<file path="config.mk">
export PLATFORM = sky130hd
export DESIGN_NAME = bram_capture_ctrl
export DESIGN_NICKNAME = d
export VERILOG_FILES = /design/src/rtl/bram_capture_ctrl.sv
export SDC_FILE = /design/constraint.sdc
export NUM_CORES = 1
export LEC_CHECK = 0
export ABC_AREA = 1
export BUFFER_PORTS_ARGS = -buffer_cell sky130_fd_sc_hd__buf_4
export CORE_MARGIN = 2
export CORE_UTILIZATION = 36
export CTS_CLUSTER_SIZE = 25
export DETAILED_ROUTE_END_ITERATION = 16
export PLACE_DENSITY = 0.66
export SYNTH_ARGS = -nofsm -noshare
export SYNTH_HDL_FRONTEND = slang
export SYNTH_SLANG_ARGS = --single-unit
</file>
<file path="constraint.sdc">
create_clock -name pdh_clk -period 2.37 [get_ports pdh_clk]
set_clock_uncertainty 0.15 [all_clocks]
set_input_delay 0.5925 -clock pdh_clk [delete_from_list [all_inputs] [get_ports pdh_clk]]
set_output_delay 0.5925 -clock pdh_clk [all_outputs]
set_load 0.02 [all_outputs]
</file>
<file path="src/rtl/bram_capture_ctrl.sv">
// Decimating capture controller: packs N_CH samples per BRAM word and fills the
// buffer either once (linear) or as a ring around a trigger with pre-trigger depth.
module bram_capture_ctrl #(
  parameter int DATA_W = 14,
  parameter int N_CH   = 2,
  parameter int ADDR_W = 11,
  parameter int DIV_W  = 22
) (
  input  logic                     pdh_clk,
  input  logic                     rst_i,
  input  logic                     enable_i,
  input  logic [DIV_W-1:0]         divcode_i,
  input  logic                     mode_i,
  input  logic [ADDR_W-1:0]        pretrig_i,
  input  logic                     trig_i,
  input  logic [N_CH*DATA_W-1:0]   data_i,
  input  logic                     ack_i,
  output logic                     bram_we_o,
  output logic [ADDR_W-1:0]        bram_addr_o,
  output logic [N_CH*DATA_W-1:0]   bram_din_o,
  output logic                     busy_o,
  output logic                     done_o,
  output logic [ADDR_W-1:0]        trig_addr_o
);

  localparam logic [ADDR_W:0] CNT_ONE = (ADDR_W+1)'(1);
  localparam logic [ADDR_W:0] DEPTH   = CNT_ONE << ADDR_W;

  typedef enum logic [2:0] {
    S_IDLE,
    S_SINGLE,
    S_ARM,
    S_WAIT_TRIG,
    S_POST,
    S_DONE
  } state_t;

  state_t            state;
  logic [DIV_W-1:0]  div_q;
  logic [DIV_W-1:0]  cnt;
  logic [ADDR_W-1:0] pretrig_q;
  logic [ADDR_W-1:0] wptr;
  logic [ADDR_W:0]   arm_cnt;
  logic [ADDR_W:0]   post_cnt;
  logic              trig_q;
  logic              trig_pend;

  logic              run;
  logic              strobe;
  logic              trig_rise;
  logic [ADDR_W:0]   post_len;

  // NOTE: every signal here is assigned on every pass, so no latch can be inferred.
  always_comb begin
    run       = (state == S_SINGLE) || (state == S_ARM) ||
                (state == S_WAIT_TRIG) || (state == S_POST);
    strobe    = run && enable_i && (cnt == div_q);
    trig_rise = trig_i & ~trig_q;
    post_len  = DEPTH - {1'b0, pretrig_q};
  end

  // NOTE: all state updates are non-blocking so every branch sees pre-edge values.
  always_ff @(posedge pdh_clk) begin
    if (rst_i) begin
      state       <= S_IDLE;
      div_q       <= '0;
      pretrig_q   <= '0;
      cnt         <= '0;
      wptr        <= '0;
      arm_cnt     <= '0;
      post_cnt    <= '0;
      trig_q      <= 1'b0;
      trig_pend   <= 1'b0;
      bram_we_o   <= 1'b0;
      bram_addr_o <= '0;
      bram_din_o  <= '0;
      busy_o      <= 1'b0;
      done_o      <= 1'b0;
      trig_addr_o <= '0;
    end else begin
      trig_q    <= trig_i;
      bram_we_o <= 1'b0;

      if (!enable_i) begin
        // Abort wins over ack and trigger; a write already on the port still completes.
        state     <= S_IDLE;
        cnt       <= '0;
        wptr      <= '0;
        arm_cnt   <= '0;
        trig_pend <= 1'b0;
        busy_o    <= 1'b0;
        done_o    <= 1'b0;
      end else begin
        if (run) cnt <= strobe ? '0 : cnt + 1'b1;

        if (strobe) begin
          bram_we_o   <= 1'b1;
          bram_din_o  <= data_i;
          bram_addr_o <= wptr;
          wptr        <= wptr + 1'b1;
        end

        case (state)
          S_IDLE: begin
            div_q       <= divcode_i;
            pretrig_q   <= pretrig_i;
            cnt         <= '0;
            wptr        <= '0;
            arm_cnt     <= '0;
            trig_pend   <= 1'b0;
            trig_addr_o <= '0;
            busy_o      <= 1'b1;
            if (!mode_i)               state <= S_SINGLE;
            else if (pretrig_i == '0)  state <= S_WAIT_TRIG;
            else                       state <= S_ARM;
          end

          S_SINGLE: begin
            if (strobe && (&wptr)) begin
              state  <= S_DONE;
              busy_o <= 1'b0;
              done_o <= 1'b1;
            end
          end

          S_ARM: begin
            // Triggers are deliberately not latched until the pre-trigger history is full.
            if (strobe) begin
              arm_cnt <= arm_cnt + 1'b1;
              if (arm_cnt + 1'b1 == {1'b0, pretrig_q}) state <= S_WAIT_TRIG;
            end
          end

          S_WAIT_TRIG: begin
            if (strobe && (trig_pend || trig_rise)) begin
              trig_addr_o <= wptr;
              trig_pend   <= 1'b0;
              if (post_len == CNT_ONE) begin
                state  <= S_DONE;
                busy_o <= 1'b0;
                done_o <= 1'b1;
              end else begin
                post_cnt <= post_len - CNT_ONE;
                state    <= S_POST;
              end
            end else if (trig_rise) begin
              trig_pend <= 1'b1;
            end
          end

          S_POST: begin
            if (strobe) begin
              if (post_cnt == CNT_ONE) begin
                state  <= S_DONE;
                busy_o <= 1'b0;
                done_o <= 1'b1;
              end else begin
                post_cnt <= post_cnt - CNT_ONE;
              end
            end
          end

          S_DONE: begin
            if (ack_i) begin
              state  <= S_IDLE;
              done_o <= 1'b0;
            end
          end

          default: state <= S_IDLE;
        endcase
      end
    end
  end

endmodule

</file>
-- After elaboration in Yosys (flattened, before gate mapping)
Index checks and enable logic that the tools add are counted.
- $add $sub $neg: 6
- equal/unequal tests: 20
- muxes and demuxes: 38
- bitwise operators: 3
- reduce and logical (&&, ||, !) cells: 27
- operators by type and width (cell ; number):
    12-bit two-way mux ; 5
    12-bit case mux with 2 select lines ; 2
    12-bit by 1-bit == test with 1-bit output, second input constant ; 2
    12-bit by 1-bit subtractor with 12-bit output, second input constant ; 2
    22-bit by 1-bit adder with 22-bit output, second input constant ; 1
    22-bit == test ; 1
    22-bit two-way mux ; 1
    11-bit case mux with 2 select lines ; 1
    3-bit two-way mux ; 7
    3-bit case mux with 6 select lines ; 1
    1-bit two-way mux ; 16
    7-bit AND reduction ; 2
    12-bit by 1-bit adder with 12-bit output, second input constant ; 1
    12-bit by 11-bit == test with 1-bit output ; 1
    6-bit AND reduction ; 2
    12-bit by 11-bit subtractor with 12-bit output, first input constant ; 1
    11-bit by 1-bit adder with 11-bit output, second input constant ; 1
    11-bit zero test ; 1
    11-bit two-way mux ; 1
    11-bit AND reduction ; 1
    2-bit by 1-bit != test with 1-bit output, second input constant ; 5
    2-bit != test, second input constant ; 5
    1-bit case mux with 4 select lines ; 2
    2-bit AND reduction ; 4
    other kinds (16) ; 28
- register bits after elaboration: 148
- bits of input ports: 67
- output and inout port bits: 53
- word-level logic and storage cells: 109

-- Longest topological paths before layout
Gate-level depths: netlist of the first run.
- word-level depth: 9
- depth in mapped cells: 17
- mapped depth without buffers: 17

-- Worst setup path before layout of the first run
Ideal clock, no wire load.
- kind: input to register
- start point: input rst_i
- end point: register cnt[21]
- setup time: 0.070 ns
- arrival time: 1.979 ns
- slack: 0.171 ns
- stages: 9
- path buffers: 2
- path through: buf_2 nor2_4 inv_1 nor2_1 clkinv_1 nor2_2 inv_2 buf_2 a21oi_1
- longest elaborated chain between the ends: 1
- ends and longest elaborated chain (item ; RTL line ; source):
    from (decl) ; 10 ; input logic rst_i,
    3-bit OR reduction (no line) ; n/a ;
    to (signal assigned) ; 94 ; if (run) cnt <= strobe ? '0 : cnt + 1'b1;
    to (decl) ; 40 ; logic [DIV_W-1:0] cnt;
Every way passes these cells.
A chain may end at the register's enable or synchronous reset.

-- Worst setup path in the final report of the first run
- start point: register cnt[14]
- end point: register wptr[4]
- longest elaborated chain between the ends: 2
- ends and longest elaborated chain (item ; RTL line ; source):
    22-bit == test ; 57 ; strobe = run && enable_i && (cnt == div_q);
    1-bit logical AND ; 57 ;
    to (signal assigned) ; 100 ; wptr <= wptr + 1'b1;
    to (decl) ; 42 ; logic [ADDR_W-1:0] wptr;
Every way passes these cells.

==> run metrics, run 1 <==
met2 WL=10,200 um; share of cells above drive strength 1=20.3%; H-tree Lvls=4; Leakage=4.29 nW; area added between synthesis and finish=28.1%; Num CTS Buffers=17; first-pass GRT wire length=35,600 um; Core ar.=21,100 um^2; clock buffer depth=2; Worst Hold Endpoint=trig_q; Yosys warnings=0; Synth cell types=44; Seq. cell area=2980 um^2; pin count of the biggest net entering global routing=38; Max Cap Violations=0; FF-to-FF Start=cnt[14]; Hold Buf Count CTS=0; Final #Nets=1,417; Most used DFF post-synth=dfxtp_1; GPL Wtd Cong=0.938; Antenna Violating Nets Remaining=0; CTS Root Cell=clkbuf_16; Port Buffers=119; area occupied by multi-input gates=4180 um^2; worst skew pair latency=0.43 ns; CP startpoint kind=flop; WP data arrival=2.43 ns; ys async rst share=0%; CTS tree=built; Fin. Hold Viols=0; clk slew on worst S/H paths=0.07 ns; post-synthesis adder-cell area fraction=1.29%; Avg Vias per Cell=4.88; sequential area share after synthesis=38.2%; Max transition margin=71.9%; min Tclk post-route=2.21 ns; vias=7,955; pins over their slew limit=0; DR pass1 iterations=5; Setup CP Type=reg -> reg; Post-synth EDFFs=0; Fillers=2,188; vias in the first global route=7,590; hpwl dp=16,100 um; antenna cells=0; net count after synthesis=1,265; P per Cell Area=1000 nW/um^2; Die Ht=151 um; # clock sinks=148; Compound-Gate Fraction of Synth Area=15.0%; syn avg cell area=6.52 um^2; HP Class=in -> reg; Synth Register Bits=148; total die area=22,700 um^2; Synth Instances=1,190; min-delay src=trig_i; Die W=151 um; Top Layer Used=met4; num ports=120; RR Endpoint=wptr[4]; post-synthesis mux area share=0%; DR WL met3=979 um; largest family of logic cells by synthesized area=simple AND/OR/NAND/NOR gates; WL met1=9900 um; DRC viols=0; drt wl/cell=13.2 um; final core utilization=47.1%; crit path capture type=flop; Core Rows=53; Critical Path Fanout Max=17; placed cells=1,596; WL final=21,500 um; Worst Path Required=2.59 ns; initial antenna violation count=0; Iter 0 DRT Violations=391; WHS Path Cells=3; total track usage=19.5%; worst vdd ir=0.426 mV; xor/xnor share of the synthesized area=1.81%; Syn Std Cell Area=7760 um^2; Worst-Margin Slew=0.419 ns; Final setup viols=0; Starting Density=36.8%; R2R depth=13; post-synthesis simple-gate area fraction=34.6%; status=complete, no violations; fmax=0.453 GHz; internal reg-to-reg setup slack=0.16 ns; final cell count without fillers=1,629; Tcrit/Tclk final=93.1%; Overflow after GRT=0
-- cells in the final DEF (no fill, tap or decap), types with 11 or more instances in the layout --
cell | Yosys | layout
nand3_1 | 85 | 82
nor3_1 | 23 | 23
nand4_1 | 18 | 18
o21ai_0 | 100 | 97
dfxtp_1 | 148 | 137
inv_1 | 128 | 126
nor2_1 | 188 | 178
buf_4 | 1 | 163
clkbuf_16 | 0 | 18
a21oi_1 | 91 | 90
nor2_2 | 8 | 16
dfxtp_2 | 0 | 11
xor2_1 | 14 | 14
inv_2 | 12 | 14
nand2_1 | 267 | 263
-- stage by stage --
step                cell area [um^2]  hold slack [ns]  power, mW  worst slack [ns]  TNS, ns
floorplan                       7760            0.294       6.04             0.171        0
global placement                9270            0.306       7.26            0.0866        0
detailed placement              9270            0.308       7.31            0.0457        0
CTS                             9810            0.230       9.87            0.0671        0
global route                    9940            0.265       10.8           -0.0237  -0.0388
finish                          9940            0.238       9.99             0.163        0
-- worst max-delay path, stage by stage, from the launching register on --
cell     delay [ns]
dfxtp_1        0.47
inv_2          0.07
nand2_1        0.09
nand2_1        0.08
nor2_1         0.12
nand2_1        0.09
inv_1          0.05
nand2_1        0.08
nor2_4         0.14
buf_4          0.18
buf_4          0.23
nand4_1        0.13
xor2_1         0.16
nor2_1         0.09
-- kinds of logic (layout without fill, tap and decap cells) --
| logic type | count (synthesis) | in the layout |
|---|---|---|
| simple gates | 622 | 622 |
| compound gates | 217 | 217 |
| buf+inv | 179 | 343 |
| flops | 148 | 148 |
| xor+xnor | 16 | 16 |
| fa+ha+maj | 8 | 8 |
-- cell usage after synthesis, types with 4 or more instances --
master	n	area, um^2
a21oi_1	91	455
a22oi_1	4	30.0
buf_2	9	45.0
clkbuf_1	25	93.8
dfxtp_1	148	2960
ha_1	8	100
inv_1	128	480
inv_2	12	45.0
nand2_1	267	1000
nand2_2	4	25.0
nand3_1	85	425
nand3b_1	4	30.0
nand4_1	18	113
nor2_1	188	706
nor2_2	8	50.1
nor2_4	4	45.0
nor3_1	23	115
nor4_1	7	43.8
o21a_1	5	37.5
o21ai_0	100	500
xor2_1	14	123
-- flip-flops by register name (all words and copies together) (netlist names) --
| name | cells |
|---|---|
| post_cnt | 12 |
| state | 3 |
| div_q | 22 |
| bram_din_o | 28 |
| trig_addr_o | 11 |
| busy_o | 1 |
| pretrig_q | 11 |
| done_o | 1 |
| arm_cnt | 12 |
| bram_addr_o | 11 |
| bram_we_o | 1 |
| wptr | 11 |
| cnt | 22 |
| trig_pend | 1 |
| trig_q | 1 |
-- layer usage --
layer,vias up,global-route usage [%]
met5,-,0
met4,0,6.26
met3,33,4.28
met2,170,32.8
met1,3593,24.7
li1,4159,-
-- worst max path at each step --
| stage | cells after the start | from | endpoint |
|---|---|---|---|
| 6_report | 13 | cnt[14] | wptr[4] |
| 5_1_grt | 15 | pretrig_q[1] | done_o |
| 2_1_floorplan | 9 | rst_i | cnt[21] |
| 3_5_place_dp | 12 | enable_i | arm_cnt[10] |
| 3_3_place_gp | 12 | enable_i | arm_cnt[10] |
| 4_1_cts | 14 | arm_cnt[0] | state[0] |
-- power breakdown --
part           switching, mW  total (mW)  internal [mW]
Sequential             0.267        3.08           2.82
Combinational           2.73        4.37           1.64
Clock                   1.18        2.54           1.36
Total                   4.18        9.99           5.81
-- timing repair --
| action | CTS | global route |
|---|---|---|
| gates resized for setup | 0 | 38 |
| setup buffers | 0 | 1 |
| endpoints found under the setup margin | 0 | 45 |
-- area by class of cell --
| cell class | instances | share of cell area [%] |
|---|---|---|
| Multi-Input combinational cell | 863 | 42.0 |
| Sequential cell | 148 | 29.9 |
| Timing Repair Buffer | 170 | 13.8 |
| Inverter | 142 | 5.36 |
| Clock buffer | 17 | 4.28 |
| Tap cell | 275 | 3.46 |
| Clock inverter | 14 | 1.18 |
Power figures use the tool's default switching activity.
==> inputs of run 2 (changes only) <==
--- a/config.mk
+++ b/config.mk
@@ -8,10 +8,10 @@
 export ABC_AREA = 1
 export BUFFER_PORTS_ARGS = -buffer_cell sky130_fd_sc_hd__buf_4
 export CORE_MARGIN = 2
-export CORE_UTILIZATION = 36
+export CORE_UTILIZATION = 55
 export CTS_CLUSTER_SIZE = 25
 export DETAILED_ROUTE_END_ITERATION = 16
-export PLACE_DENSITY = 0.66
+export PLACE_DENSITY = 0.89
 export SYNTH_ARGS = -nofsm -noshare
 export SYNTH_HDL_FRONTEND = slang
 export SYNTH_SLANG_ARGS = --single-unit
==> run metrics, run 2 (synthesis results as in run 1) <==
crit-path max cell delay=0.37 ns (-0.10 ns); min Tclk post-route=2.23 ns (+0.0184 ns); P per Cell Area=1040 nW/um^2 (+3.1%); Fillers=1,077 (-51%); HP Class=in -> reg; antenna cells=0 (unchanged); area added between synthesis and finish=26.7%; Worst Path Required=2.54 ns (-0.05 ns); final core utilization=71.1% (+24 points); drt wl/cell=14.1 um (+7.2%); Antenna Violating Nets Remaining=0 (unchanged); Die W=123 um (-19%); Port Buffers=119 (unchanged); setup TNS=0 ns (unchanged); Top reg by flops=bram_din_o; num ports=120 (unchanged); GR Util met1=35.1% (+10 points); GRT Max-Usage Layer=met2; total track usage=28.5% (+9.1 points); Final #Nets=1,408 (-0.64%); vias=8,408 (+5.7%); Overflow after GRT=0 (unchanged); # clock sinks=148 (unchanged); total die area=15,100 um^2 (-34%); fmax=0.449 GHz (-0.83%); unrepaired setup endpoints after global routing=true; Iter 0 DRT Violations=976 (+150%); Max Cap Violations=0 (unchanged); Core Rows=43 (-19%); WP data arrival=2.40 ns (-0.03 ns); biggest regs=bram_din_o: 28 flops, cnt: 22 flops, div_q: 22 flops; worst vdd ir=0.817 mV (+92%); pin count of the biggest net entering global routing=67 (+76%); first-pass GRT wire length=34,500 um (-3.1%); Crit path max-delay family=simple AND/OR/NAND/NOR gates; Starting Density=56.1% (+19 points); Setup CP Type=reg -> reg; GPL Wtd Cong=0.913 (-2.7%); hpwl dp=15,300 um (-5.3%); WL final=21,600 um (+0.40%); Leakage=4.28 nW (-0.10%); met2 usage=48.7% (+16 points); internal reg-to-reg setup slack=0.14 ns (-0.02 ns); worst skew pair latency=0.43 ns (about the same); Die Ht=123 um (-19%); Avg Vias per Cell=5.51 (+13%); Max transition margin=74.5% (+2.6 points); final cell count without fillers=1,525 (-6.4%); Hold WS=0.259 ns (+0.0208 ns); Worst-Margin Slew=0.381 ns (-0.0377 ns); clock buffer depth=2 (unchanged); Core ar.=13,800 um^2 (-34%); DRC viols=0 (unchanged); initial antenna violation count=0 (unchanged); vias in the first global route=7,471 (-1.6%); CP startpoint kind=flop; Fin. Hold Viols=0 (unchanged); Tcrit/Tclk final=93.9% (+0.78 points); slowest CP cell=dfxtp_2; commonest non-fill, non-tap cell in the layout=nand2_1; critical path, cell by cell=inv_1 > ha_4 > or2_2 > nor2_1 > nand2_2 > nor2_2 > nand3_1 > nor2_1 > nand2_1 > nand3_1 > nand2_1 > o21a_1; pins over their slew limit=0 (unchanged); clk slew on worst S/H paths=0.06 ns (about the same); commonest cells after routing, fill and taps aside=257 x nand2_1, 178 x nor2_1, 156 x buf_4; Power Total=10.2 mW (+1.9%); crit path capture type=flop; status=complete, no violations; DR pass1 iterations=5 (unchanged); CTS Root Cell=clkbuf_16; met3 Use GR=5.99% (+1.7 points); Critical Path Fanout Max=4 (-13); share of cells above drive strength 1=20.5% (+0.21 points); CTS tree=built; H-tree Lvls=4 (unchanged); Buf/Inv on CP=1 (-3); Final setup viols=0 (unchanged); Hold Buf Count CTS=0 (unchanged); Num CTS Buffers=17 (unchanged); placed cells=1,492 (-6.5%); max reg flops=28 (unchanged)
-- run 2: changes by cell type in the layout (fill, tap and decap cells not counted), sizes merged --
cell and delta:
buf -9, bufinv +3, clkinv -1, clkbuf +1, inv -3
-- run 2: cell type report --
| type | count | area [um^2] | share of cell area (%) |
|---|---|---|---|
| Sequential cell | 148 | 2990 | 30.4 |
| Clock inverter | 13 | 170 | 1.73 |
| Tap cell | 180 | 225 | 2.29 |
| Clock buffer | 18 | 429 | 4.37 |
| Multi-Input combinational cell | 863 | 4210 | 42.8 |
| Timing Repair Buffer | 161 | 1280 | 13.0 |
| Inverter | 142 | 533 | 5.42 |
-- run 2: where the power goes --
group          leakage, nW  internal [mW]  switching [mW]
clock network        0.284           1.66            1.09
logic                 2.79           1.53            2.82
registers             1.21           2.81           0.271
total                 4.28           6.01            4.18
-- run 2: metrics by stage --
step / setup WS (ns) / instance area [um^2]
3_5_place_dp: -0.00443 / 9060
2_1_floorplan: 0.171 / 7760
3_3_place_gp: 0.0496 / 9060
5_1_grt: -0.0327 / 9830
6_report: 0.145 / 9830
4_1_cts: 0.0588 / 9660
-- run 2: final timing paths --
| kind | from | endpoint | cells past startpoint |
|---|---|---|---|
| max reg2reg | pretrig_q[1] | post_cnt[11] | 12 |
| min reg2reg | trig_addr_o[9] | trig_addr_o[9] | 2 |
| min | data_i[5] | bram_din_o[5] | 3 |
| max | pretrig_q[1] | post_cnt[11] | 12 |
-- run 2: timing repair --
item                                   CTS  global route
setup buffers                            0             1
setup endpoints to repair                0            56
resized for setup                        0            53
endpoints found under the hold margin    0             0
-- run 2: worst reg2reg max path, cell delays in order (launching register included) --
cell and delay, ns:
dfxtp_2 0.37, inv_1 0.09, ha_4 0.24, or2_2 0.30, nor2_1 0.13, nand2_2 0.09, nor2_2 0.14, nand3_1 0.14
nor2_1 0.12, nand2_1 0.06, nand3_1 0.08, nand2_1 0.05, o21a_1 0.16
-- run 2: routing by layer --
| metal | vias up | share of wire, % |
|---|---|---|
| li1 | 4142 | - |
| met1 | 3851 | 41 |
| met2 | 345 | 49 |
| met3 | 70 | 6.6 |
| met4 | 0 | 3.1 |
| met5 | - | 0 |
